==> src/rtl/key_lut_pipe.sv <==
// Runtime-programmable key/data lookup table with a one-deep registered
// response stage, valid/ready handshakes and saturating hit/miss counters.
module key_lut_pipe #(
  parameter  int NR_KEY      = 4,
  parameter  int KEY_LEN     = 4,
  parameter  int DATA_LEN    = 32,
  parameter  int HAS_DEFAULT = 1,
  parameter  int CNT_LEN     = 16,
  localparam int IDX_W       = (NR_KEY > 1) ? $clog2(NR_KEY) : 1
) (
  input  logic                clk,
  input  logic                rst_n,
  input  logic                wr_en,
  input  logic [IDX_W-1:0]    wr_idx,
  input  logic [KEY_LEN-1:0]  wr_key,
  input  logic [DATA_LEN-1:0] wr_data,
  input  logic                inv_en,
  input  logic                clr_all,
  input  logic                in_valid,
  output logic                in_ready,
  input  logic [KEY_LEN-1:0]  in_key,
  input  logic [DATA_LEN-1:0] default_out,
  output logic                out_valid,
  input  logic                out_ready,
  output logic [DATA_LEN-1:0] out_data,
  output logic                out_hit,
  output logic [IDX_W-1:0]    out_idx,
  output logic [CNT_LEN-1:0]  hit_cnt,
  output logic [CNT_LEN-1:0]  miss_cnt
);

  logic                valid_q [NR_KEY];
  logic [KEY_LEN-1:0]  key_q   [NR_KEY];
  logic [DATA_LEN-1:0] data_q  [NR_KEY];

  logic                ov_q, ov_d;
  logic [DATA_LEN-1:0] od_q, od_d;
  logic                oh_q, oh_d;
  logic [IDX_W-1:0]    oi_q, oi_d;
  logic [CNT_LEN-1:0]  hc_q, hc_d;
  logic [CNT_LEN-1:0]  mc_q, mc_d;

  logic                accept;
  logic                m_hit;
  logic [IDX_W-1:0]    m_idx;
  logic [DATA_LEN-1:0] m_data;

  assign in_ready = !ov_q || out_ready;
  assign accept   = in_valid && in_ready;

  // Scan from the top down so the lowest matching index wins.
  always_comb begin
    m_hit  = 1'b0;
    m_idx  = '0;
    m_data = (HAS_DEFAULT != 0) ? default_out : '0;
    for (int i = NR_KEY - 1; i >= 0; i--) begin
      if (valid_q[i] && key_q[i] == in_key) begin
        m_hit  = 1'b1;
        m_idx  = IDX_W'(i);
        m_data = data_q[i];
      end
    end
  end

  always_comb begin
    ov_d = ov_q;
    od_d = od_q;
    oh_d = oh_q;
    oi_d = oi_q;
    if (accept) begin
      ov_d = 1'b1;
      od_d = m_data;
      oh_d = m_hit;
      oi_d = m_idx;
    end else if (out_ready) begin
      ov_d = 1'b0;
    end
  end

  always_comb begin
    hc_d = hc_q;
    mc_d = mc_q;
    if (clr_all) begin
      hc_d = '0;
      mc_d = '0;
    end else if (accept) begin
      if (m_hit) begin
        if (hc_q != '1) hc_d = hc_q + CNT_LEN'(1);
      end else begin
        if (mc_q != '1) mc_d = mc_q + CNT_LEN'(1);
      end
    end
  end

  always_ff @(posedge clk or negedge rst_n) begin
    if (!rst_n) begin
      ov_q <= 1'b0;
      od_q <= '0;
      oh_q <= 1'b0;
      oi_q <= '0;
      hc_q <= '0;
      mc_q <= '0;
    end else begin
      ov_q <= ov_d;
      od_q <= od_d;
      oh_q <= oh_d;
      oi_q <= oi_d;
      hc_q <= hc_d;
      mc_q <= mc_d;
    end
  end

  // Only in-range indices can compare equal, so oversized wr_idx is ignored.
  always_ff @(posedge clk or negedge rst_n) begin
    if (!rst_n) begin
      for (int i = 0; i < NR_KEY; i++) begin
        valid_q[i] <= 1'b0;
        key_q[i]   <= '0;
        data_q[i]  <= '0;
      end
    end else begin
      for (int i = 0; i < NR_KEY; i++) begin
        if (clr_all) begin
          valid_q[i] <= 1'b0;
        end else if (wr_idx == IDX_W'(i)) begin
          if (inv_en) begin
            valid_q[i] <= 1'b0;
          end else if (wr_en) begin
            valid_q[i] <= 1'b1;
            key_q[i]   <= wr_key;
            data_q[i]  <= wr_data;
          end
        end
      end
    end
  end

  assign out_valid = ov_q;
  assign out_data  = od_q;
  assign out_hit   = oh_q;
  assign out_idx   = oi_q;
  assign hit_cnt   = hc_q;
  assign miss_cnt  = mc_q;

endmodule

==> config.mk <==
export PLATFORM = sky130hd
export DESIGN_NAME = key_lut_pipe
export DESIGN_NICKNAME = d
export VERILOG_FILES = /design/src/rtl/key_lut_pipe.sv
export SDC_FILE = /design/constraint.sdc
export NUM_CORES = 1
export LEC_CHECK = 0
export CELL_PAD_IN_SITES_DETAIL_PLACEMENT = 0
export CELL_PAD_IN_SITES_GLOBAL_PLACEMENT = 1
export CORE_UTILIZATION = 47
export DETAILED_ROUTE_END_ITERATION = 7
export GPL_ROUTABILITY_DRIVEN = 0
export GPL_TIMING_DRIVEN = 0
export PLACE_DENSITY_LB_ADDON = 0.1
export SLEW_MARGIN = 30
export SYNTH_ARGS = -nofsm -noshare
export SYNTH_HDL_FRONTEND = slang
export SYNTH_SLANG_ARGS = --single-unit
==> constraint.sdc <==
create_clock -name clk -period 6.3 [get_ports clk]
set_input_delay 1.26 -clock clk [delete_from_list [all_inputs] [get_ports clk]]
set_output_delay 1.26 -clock clk [all_outputs]
set_load 0.005 [all_outputs]
Yosys cells after proc, flatten, opt, wreduce, memory -nomap -nowiden. Cells that the tools add are included.

Register bits after elaboration: 216. Bits of input ports: 81. Output and inout bits: 69. Word-level logic and storage cells: 92.

$add $sub $neg: 2. Equal/unequal tests: 10. Mux-type cells: 32. Bitwise operators: 2. Reduce and logical (&&, ||, !) cells: 28.

Operator list (number): $mux 16 (8); $mux 32 (4); $add 16x1->16 const B (2); $ne 16x16->1 const B (2); $reduce_bool 2->1 (9); $eq 4x4->1 (4); $mux 1 (16); $reduce_and 4->1 (4); $mux 2 (4); $reduce_and 2->1 (4); $reduce_and 3->1 (2); $logic_and 1x1->1 (5); $eq 2x2->1 const B (2); $reduce_bool 3->1 (1); $eq 2x1->1 const B (1); $logic_not 2->1 (1); $ne 2x2->1 const B (1); $not 1->1 (2); $logic_not 1->1 (1); $logic_or 1x1->1 (1).

Longest topological paths before layout. Gate-level depths: netlist (run 1).

Depth in word-level cells: 9. Depth in mapped cells: 8. Gate-level depth less buffers: 7.

Worst setup path after synthesis (run 1). No wires, ideal clock.

Kind: input port to flip-flop. From: in in_key[2]. To: reg hc_q[9] (netlist: hit_cnt[9]). Setup time: 0.125 ns. Arrival: 2.867 ns. Data required time: 6.175 ns. Slack: 3.308 ns. Cell stages on the path: 7. Path buffers: 2. Cells stage by stage: xor2_1 nor4_1 buf_2 nor4_2 buf_2 nor4_1 mux2_2.

Cells in the longest elaborated chain, start to end: 8. Elaborated cells between the ends (all ways): 14. Those cells by class: 4 x eq/ne; 4 x mux; 6 x reduce/logical.

RTL lines: start: declaration (line 21) `input logic [KEY_LEN-1:0] in_key,`; $eq 4x4->1 (line 57) `if (valid_q[i] && key_q[i] == in_key) begin`; $logic_and 1x1->1 (line 57); $mux 1 (3 in a row) (line 57); $mux 1 (*) (line 57); $reduce_bool 2->1 (no source line) (*); $reduce_and 3->1 (no source line) (*); end signal: assignment (line 101) `hc_q <= '0;`; end signal: assignment (line 108) `hc_q <= hc_d;`; end: declaration (line 40) `logic [CNT_LEN-1:0] hc_q, hc_d;`.

Every way passes the cells marked *; elsewhere a longest branch is shown, timed or not. A chain may end at the register's enable or synchronous reset.

Worst setup path in the final report (run 1).
From: in out_ready. To: out in_ready.

Cells in the longest elaborated chain, start to end: 1.

RTL lines: start: declaration (line 24) `input logic out_ready,`; $logic_or 1x1->1 (line 48) `assign in_ready = !ov_q || out_ready;`; end: declaration (line 20) `output logic in_ready,`.

Every way passes these cells.

==> results_dict.tcl, run 1 <==
set metrics [dict create \
    hold_end "out_idx[1]" \
    die_w_microns 149 \
    grt_overflow 0 \
    vdd_ir_drop_max_v 0.000231 \
    port_buffers 148 \
    synth_warnings 0 \
    whs_path_depth 2 \
    drt-total-wl_mm 25.8 \
    maxCapViolCount 0 \
    max_freq_mhz 274 \
    power.density_nw_per_um2 290 \
    diodes 0 \
    ant_nets 0 \
    tightest_slew_ns 0.925 \
    hpwl_mm 17.3 \
    hold_violations 0 \
    via_count 7335 \
    hold_path_class "reg2reg" \
    seqPwrFrac_pct 48.0 \
    synthArstFlopShare_pct 100 \
    io_pins 150 \
    slew_viol_final 0 \
    sw_frac_of_total_pct 24.5 \
    grt_util_met3_pct 3.85 \
    endpoint_kind "output port" \
    power_frac_comb_pct 15.5 \
    status "finished clean" \
    gr-max-usage-layer "met2" \
    cp.required_ns 5.04 \
    clockBufferDepth 3 \
    die_area_sq_um 22100 \
    grt.total_usage_pct 24.2 \
    worst_slack_ns 2.65 \
    grt_setup_unrepaired "no" \
    grt_max_degree 83 \
    path_clk_slew_ns 0.06 \
    synth_top_area_share_pct 53.4 \
    critPathKind "in2out" \
    synth_area_per_cell_sq_um 12.2 \
    reg2reg_to "out_data[26]" \
    yosys-top-cells-area "dfrtp_1, mux2_2, mux2i_1, a211o_1, o211ai_1" \
    firstDrtPassIters 4 \
    p_leak_nw 5.27 \
    cts_root_buffer "clkbuf_16" \
    fin_area_sq_um 12800 \
    synth_flop_cell "dfrtp_1" \
    syn_inst 832 \
    clock_sinks 216 \
    std_cell_rows 53 \
    grt_util_met1_pct 32.6 \
    cts_tree "done" \
    cts_made_buffers 25 \
    area_growth_pct 26.1 \
    ctsHoldBuffers 0 \
    insertion_delay_ns 0.52 \
    yosys_register_bits 216 \
    p_int_mw 2.79 \
    reg2reg_slack_ns 3.74 \
    antenna_found_initial 0 \
    post-cts-setup-buffers 0 \
    dpl_worst_slack_ns 2.34 \
    met2_usage_pct 41.0 \
    coreArea_sq_um 21100 \
    layout_commonest_cell "dfrtp_1" \
    synth_top_area_cell "dfrtp_1" \
    worstReg2RegStart "out_valid" \
    postLayoutCoreUtil_pct 60.5 \
    synth_nets 915 \
    placed_area_sq_um 12000 \
    crit_start "out_ready" \
    cts_htree_levels 1 \
    p_switching_mw 0.909 \
    cts.repair.resized 0 \
    drive_gt1_share_pct 20.5 \
    drcViolationCount 0 \
    clock_skew_ns 0.00844 \
    post-route-period-util_pct 57.9 \
    clockPowerShare_pct 36.5 \
    reg2regPathDepth 7 \
    final_nets 1092 \
    layout_common_cells "dfrtp_1, mux2_2, clkdlybuf4s50_1" \
    via_per_inst 5.66 \
    place_inst 1257 \
    die_h_microns 149 \
    drt-initial-drc-count 216 \
    yosysSeqAreaShare_pct 53.4 \
    syn_area_sq_um 10100 \
    crit_arrival_ns 2.39 \
    relSlewSlack_pct 38.4 \
    grt_pass1_wl_mm 41.7 \
    setup_violations 0 \
    grt_pass1_vias 7667 \
    initial_core_util_pct 48.0 \
    wire_per_inst_microns 19.9 \
    synth_cell_type_count 47 \
    critPathMaxFanout 4 \
    min_from "out_idx[1]" \
    worstSetupStartpointType "input pin" \
    synth-edff-count 0 \
    layout_min_cycle_time_ns 3.65 \
    fin_cells 1296 \
]
-- registers in the layout, indices dropped and copies added (netlist names), 2 cells and up --
register and cells:
data_q 128, out_data 32, valid_q 4, out_idx 2
hit_cnt 16, miss_cnt 16, key_q 16
-- through the flow --
step	hold slack [ns]	power [mW]	TNS, ns
floorplan	0.467	2.10	0
global placement	0.477	2.35	-1162.84
detailed placement	0.481	2.38	0
CTS	0.494	3.74	0
global route	0.513	3.88	0
finish	0.486	3.70	0
-- worst max-delay path, stage by stage --
cell and delay [ns]:
clkdlybuf4s50_1 0.44, nand2b_1 0.16, clkdlybuf4s50_1 0.52
-- layout make-up --
cell class | instances | area [sq um]
Timing Repair Buffer | 150 | 1540
Tap cell | 275 | 344
Buffer | 55 | 224
Clock inverter | 5 | 53.8
Fill cell | 1796 | 8330
Multi-Input combinational cell | 552 | 4460
Sequential cell | 216 | 5410
Inverter | 9 | 33.8
Clock buffer | 34 | 699
-- worst max path at each step --
stage          slack, ns           end
2_1_floorplan       3.31    hit_cnt[9]
3_3_place_gp       -5.41   data_q[112]
3_5_place_dp        2.34  out_data[29]
4_1_cts             2.64      in_ready
5_1_grt             2.59  out_data[24]
6_report            2.65      in_ready
-- logic make-up (layout without fill, tap and decap cells) --
| group | after synthesis | in the layout | share of synthesized area, % |
|---|---|---|---|
| flip-flops | 216 | 216 | 53.4 |
| AND/OR/NAND/NOR | 194 | 194 | 10.3 |
| multiplexers | 214 | 214 | 23.1 |
| buffers and inverters | 64 | 253 | 2.55 |
| AO/OA/AOI/OAI | 126 | 126 | 9.06 |
| adder cells (fa/ha/maj) | 2 | 2 | 0.247 |
| XOR/XNOR | 16 | 16 | 1.38 |
-- cells in the mapped netlist (10+ instances only) --
cell type,number
o211ai_1,30
a211o_1,30
dfrtp_1,216
or3_1,11
or4_1,16
nand2_1,17
a21oi_1,24
xor2_1,10
clkbuf_1,43
mux2_2,154
mux2i_1,60
o31ai_1,12
nand3_1,42
nor2b_1,13
nor2_1,53
-- per-layer routing --
layer	up-vias	wire length (microns)
met3	34	1150
met4	0	538
met2	168	12500
met1	3695	11600
met5	-	0
li1	3438	-
-- power groups by stage --
stage	logic [mW]	clock network, mW	registers (mW)
2_1_floorplan	0.334	0	1.76
3_3_place_gp	0.560	0	1.79
3_5_place_dp	0.578	0	1.80
4_1_cts	0.582	1.38	1.78
5_1_grt	0.629	1.44	1.81
6_report	0.572	1.35	1.78
(Power assumes the default switching activity.)
==> run 2, diff against run 1 <==
Settings changed: CORE_UTILIZATION 47 to 44.
Clock period 6.3 ns to 3.7 ns, I/O delays scaled along.
==> results_dict.tcl, run 2 (same netlist as run 1, synthesis figures left out) <==
set metrics [dict create \
    status "finished clean" \
    max_stage_delay_ns 0.63 \
    critPathMaxFanout 10 \
    p_leak_nw 5.34 \
    firstDrtPassIters 4 \
    cts_root_buffer "clkbuf_16" \
    vdd_ir_drop_max_v 0.000308 \
    die_w_microns 154 \
    fill_cells 1927 \
    coreArea_sq_um 22600 \
    hold_path_class "in2async" \
    relSlewSlack_pct 39.2 \
    max_flop_register "data_q" \
    slowest_stage "clkdlybuf4s50_1" \
    setup_tns_ns 0 \
    ctsHoldBuffers 0 \
    die_area_sq_um 23600 \
    cp_top_family "buffers and inverters" \
    final_nets 1092 \
    grt_overflow 0 \
    area_growth_pct 27.5 \
    drive_gt1_share_pct 21.0 \
    io_pins 150 \
    tightest_slew_ns 0.912 \
    std_cell_rows 55 \
    ant_nets 0 \
    endpoint_kind "register" \
    wire_per_inst_microns 19.6 \
    grt_pass1_wl_mm 42.0 \
    setup_violations 0 \
    critPathKind "in2reg" \
    via_count 7377 \
    path_cells "clkdlybuf4s50_1 -> xor2_1 -> nor2_1 -> a41oi_1 -> clkbuf_1 -> clkbuf_1 -> nand3_1 -> o211ai_1" \
    clock_sinks 216 \
    dpl_worst_slack_ns 0.197 \
    worstReg2RegStart "out_valid" \
    initial_core_util_pct 44.8 \
    port_buffers 148 \
    worstSetupStartpointType "input pin" \
    layout_commonest_cell "dfrtp_1" \
    layout_min_cycle_time_ns 3.00 \
    layout_common_cells "dfrtp_1, mux2_2, clkdlybuf4s50_1" \
    cts_htree_levels 1 \
    finalPower_mw 6.61 \
    die_h_microns 154 \
    post-route-period-util_pct 81.1 \
    post-cts-setup-buffers 0 \
    slew_viol_final 0 \
    maxCapViolCount 0 \
    drt-initial-drc-count 235 \
    postLayoutCoreUtil_pct 57.2 \
    hold_violations 0 \
    worst_slack_ns 0.699 \
    insertion_delay_ns 0.52 \
    grt_setup_unrepaired "no" \
    max_freq_mhz 333 \
    crit_arrival_ns 3.44 \
    cts.repair.resized 0 \
    antenna_found_initial 2 \
    grt.total_usage_pct 22.5 \
    cts_tree "done" \
    hpwl_mm 17.4 \
    crit_buf_inv 3 \
    largest_reg_flops 128 \
    drcViolationCount 0 \
    drt-total-wl_mm 25.8 \
    via_per_inst 5.61 \
    clock_skew_ns 0.0135 \
    grt_pass1_vias 7589 \
    power.density_nw_per_um2 512 \
    cts_made_buffers 25 \
    cp.required_ns 4.13 \
    path_clk_slew_ns 0.06 \
    crit_start "in_key[1]" \
    clockBufferDepth 3 \
    grt_max_degree 83 \
    cpMostUsedCell "clkbuf_1" \
]
==> run 2: cell types whose count changed in the layout (fill, tap and decap cells not counted), sizes merged <==
cell	change
clkinv	+2
bufinv	+3
clkbuf	+2
diode	+2
==> run 2: final cells by class <==
| cell class | count | area (sq um) | area share, % |
|---|---|---|---|
| clock buffer | 36 | 727 | 5.63 |
| sequential | 216 | 5410 | 41.9 |
| timing repair buffer | 150 | 1540 | 11.9 |
| buffer | 55 | 224 | 1.74 |
| antenna | 2 | 5.00 | 0.0388 |
| inverter | 9 | 33.8 | 0.262 |
| clock inverter | 10 | 154 | 1.19 |
| tap | 285 | 357 | 2.76 |
| multi-input combinational | 552 | 4460 | 34.5 |
==> run 2: where the power goes <==
part	total (mW)	internal, mW	switching [mW]
Sequential	3.02	2.79	0.224
Clock	2.62	1.64	0.978
Combinational	0.974	0.588	0.385
==> run 2: per-layer routing <==
layer	share of wire, %	global-route usage, %	vias up
met5	0	0	-
met4	1.6	4.95	0
met3	4.3	3.69	36
met2	48	37.3	157
met1	46	31.0	3730
li1	-	-	3454
==> run 2: path summary, 6_finish.rpt <==
| path | endpoint | slack [ns] | cells past startpoint |
|---|---|---|---|
| max reg2reg | out_data[30] | 1.05 | 7 |
| min | miss_cnt[10] | 0.14 | 1 |
| min in group clk | out_hit | 0.48 | 2 |
| max | out_data[30] | 0.70 | 8 |
| min reg2reg | out_hit | 0.48 | 2 |
| max in group asynchronous | data_q[43] | 2.41 | 3 |
==> run 2: stage by stage <==
stage	hold WS, ns	std cells	instance area, sq um
global placement	0.469	1265	12000
finish	0.142	1315	12900
floorplan	0.444	832	10100
detailed placement	0.475	1267	12000
global route	0.164	1314	12900
CTS	0.157	1313	12900
==> run 2: worst reg2reg max path, cell delays in order (launching register included) <==
cell      delay [ns]
dfrtp_1         0.37
nand2b_1        0.13
nand2_1         0.22
a41oi_1         0.37
clkbuf_1        0.62
clkbuf_1        0.56
nand3_1         0.18
o211ai_1        0.12
==> run 3, diff against run 2 <==
Settings changed: CORE_UTILIZATION 44 to 40.
Clock period 3.7 ns to 2.65 ns, I/O delays scaled along.
==> results_dict.tcl, run 3 (same netlist as run 1, synthesis figures left out) <==
set metrics [dict create \
    wire_per_inst_microns 19.8 \
    die_h_microns 161 \
    cts_root_buffer "clkbuf_16" \
    tightest_slew_ns 0.943 \
    critPathMaxFanout 10 \
    clock_sinks 216 \
    insertion_delay_ns 0.52 \
    grt_max_degree 85 \
    initial_core_util_pct 41.2 \
    via_per_inst 5.42 \
    layout_min_cycle_time_ns 2.61 \
    die_area_sq_um 25900 \
    largest_reg_flops 128 \
    cp.required_ns 3.06 \
    path_clk_slew_ns 0.06 \
    std_cell_rows 57 \
    worstSetupStartpointType "input pin" \
    relSlewSlack_pct 37.1 \
    critPathKind "in2reg" \
    hpwl_mm 17.8 \
    worst_slack_ns 0.0411 \
    slew_viol_final 0 \
    cts_made_buffers 25 \
    crit_arrival_ns 3.01 \
    maxCapViolCount 0 \
    die_w_microns 161 \
    via_count 7368 \
    antenna_found_initial 0 \
    drt-initial-drc-count 444 \
    coreArea_sq_um 24500 \
    clockBufferDepth 3 \
    status "finished clean" \
    drcViolationCount 0 \
    layout_commonest_cell "dfrtp_1" \
    hold_path_class "in2reg" \
    fill_cells 2236 \
    port_buffers 148 \
    dpl_worst_slack_ns -0.635 \
    final_nets 1098 \
    ant_nets 0 \
    endpoint_kind "register" \
    drive_gt1_share_pct 22.6 \
    max_freq_mhz 383 \
    io_pins 150 \
    cts_tree "done" \
    cts_htree_levels 1 \
    whs_ns 0.451 \
    drt-total-wl_mm 26.9 \
    post-route-period-util_pct 98.4 \
    max_flop_register "data_q" \
    layout_common_cells "dfrtp_1, mux2_2, clkdlybuf4s50_1" \
    vdd_ir_drop_max_v 0.000437 \
    area_growth_pct 28.4 \
    hold_violations 0 \
    grt_pass1_vias 7716 \
    clock_skew_ns 0.0142 \
    power.density_nw_per_um2 696 \
    setup_violations 0 \
    grt.total_usage_pct 21.3 \
    p_leak_nw 5.39 \
    grt_pass1_wl_mm 43.5 \
    firstDrtPassIters 4 \
    grt_overflow 0 \
    grt_setup_unrepaired "yes" \
]
[run 3: cell types whose count changed in the layout (fill, tap and decap cells not counted), moves of 2 or more]
cell / before / now
buf_4: 0 / 7
bufinv_16: 4 / 2
clkbuf_1: 48 / 38
clkbuf_2: 0 / 14
clkinv_2: 5 / 3
nor4_4: 0 / 2
[run 3: cell type report]
cell class	instances	area (sq um)	share of cell area (%)
Sequential cell	216	5410	41.6
Multi-Input combinational cell	552	4480	34.5
Buffer	54	240	1.85
Inverter	9	33.8	0.260
Clock inverter	6	83.8	0.645
Tap cell	324	405	3.12
Clock buffer	40	742	5.71
Timing Repair Buffer	157	1600	12.3
Antenna cell	1	2.50	0.0193
[run 3: path summary, 6_finish.rpt]
check	start	to	slack, ns	depth (start not counted)
max	inv_en	data_q[20]	0.04	6
min	wr_idx[0]	valid_q[2]	0.45	3
max reg2reg	out_valid	out_data[23]	0.29	6
min reg2reg	data_q[89]	data_q[89]	0.49	1
max in group asynchronous	rst_n	data_q[112]	0.94	4
min in group asynchronous	rst_n	miss_cnt[6]	0.53	2
[run 3: power by group]
| group | switching, mW | leakage (nW) | internal [mW] |
|---|---|---|---|
| clock | 1.35 | 0.406 | 2.10 |
| sequential | 0.313 | 2.71 | 3.90 |
| combinational | 0.541 | 2.27 | 0.826 |
[run 3: worst max-delay path, stage by stage]
cell and delay, ns:
clkdlybuf4s50_1 0.53, nor2_1 0.16, and4_1 0.20, clkbuf_1 0.48
clkbuf_1 0.70, mux2_2 0.41
[run 3: metal layers]
layer,up-vias,GRT usage (%),wire length [microns]
met5,-,0,0
met4,0,4.07,409
met3,30,3.11,1100
met2,142,35.7,13100
met1,3735,29.5,12200
li1,3461,-,-
[run 3: repair_timing]
item,CTS,global route
hold buffers,1,0
gates resized for setup,7,21
pin swaps,0,1
setup buffers,0,6
hold endpoints to repair,55,0
setup endpoints to repair,34,92
[run 3: per-stage QoR]
stage / total power [mW] / util [%] / setup TNS, ns / std cells / area (sq um)
floorplan: 4.99 / - / 0 / 832 / 10100
global placement: 5.60 / 48.9 / -1947.83 / 1304 / 12000
detailed placement: 5.65 / 49.2 / -75.59 / 1306 / 12100
CTS: 9.14 / 52.7 / 0 / 1353 / 12900
global route: 9.47 / 53.0 / -0.939 / 1358 / 13000
finish: 9.04 / 53.0 / 0 / 1359 / 13000
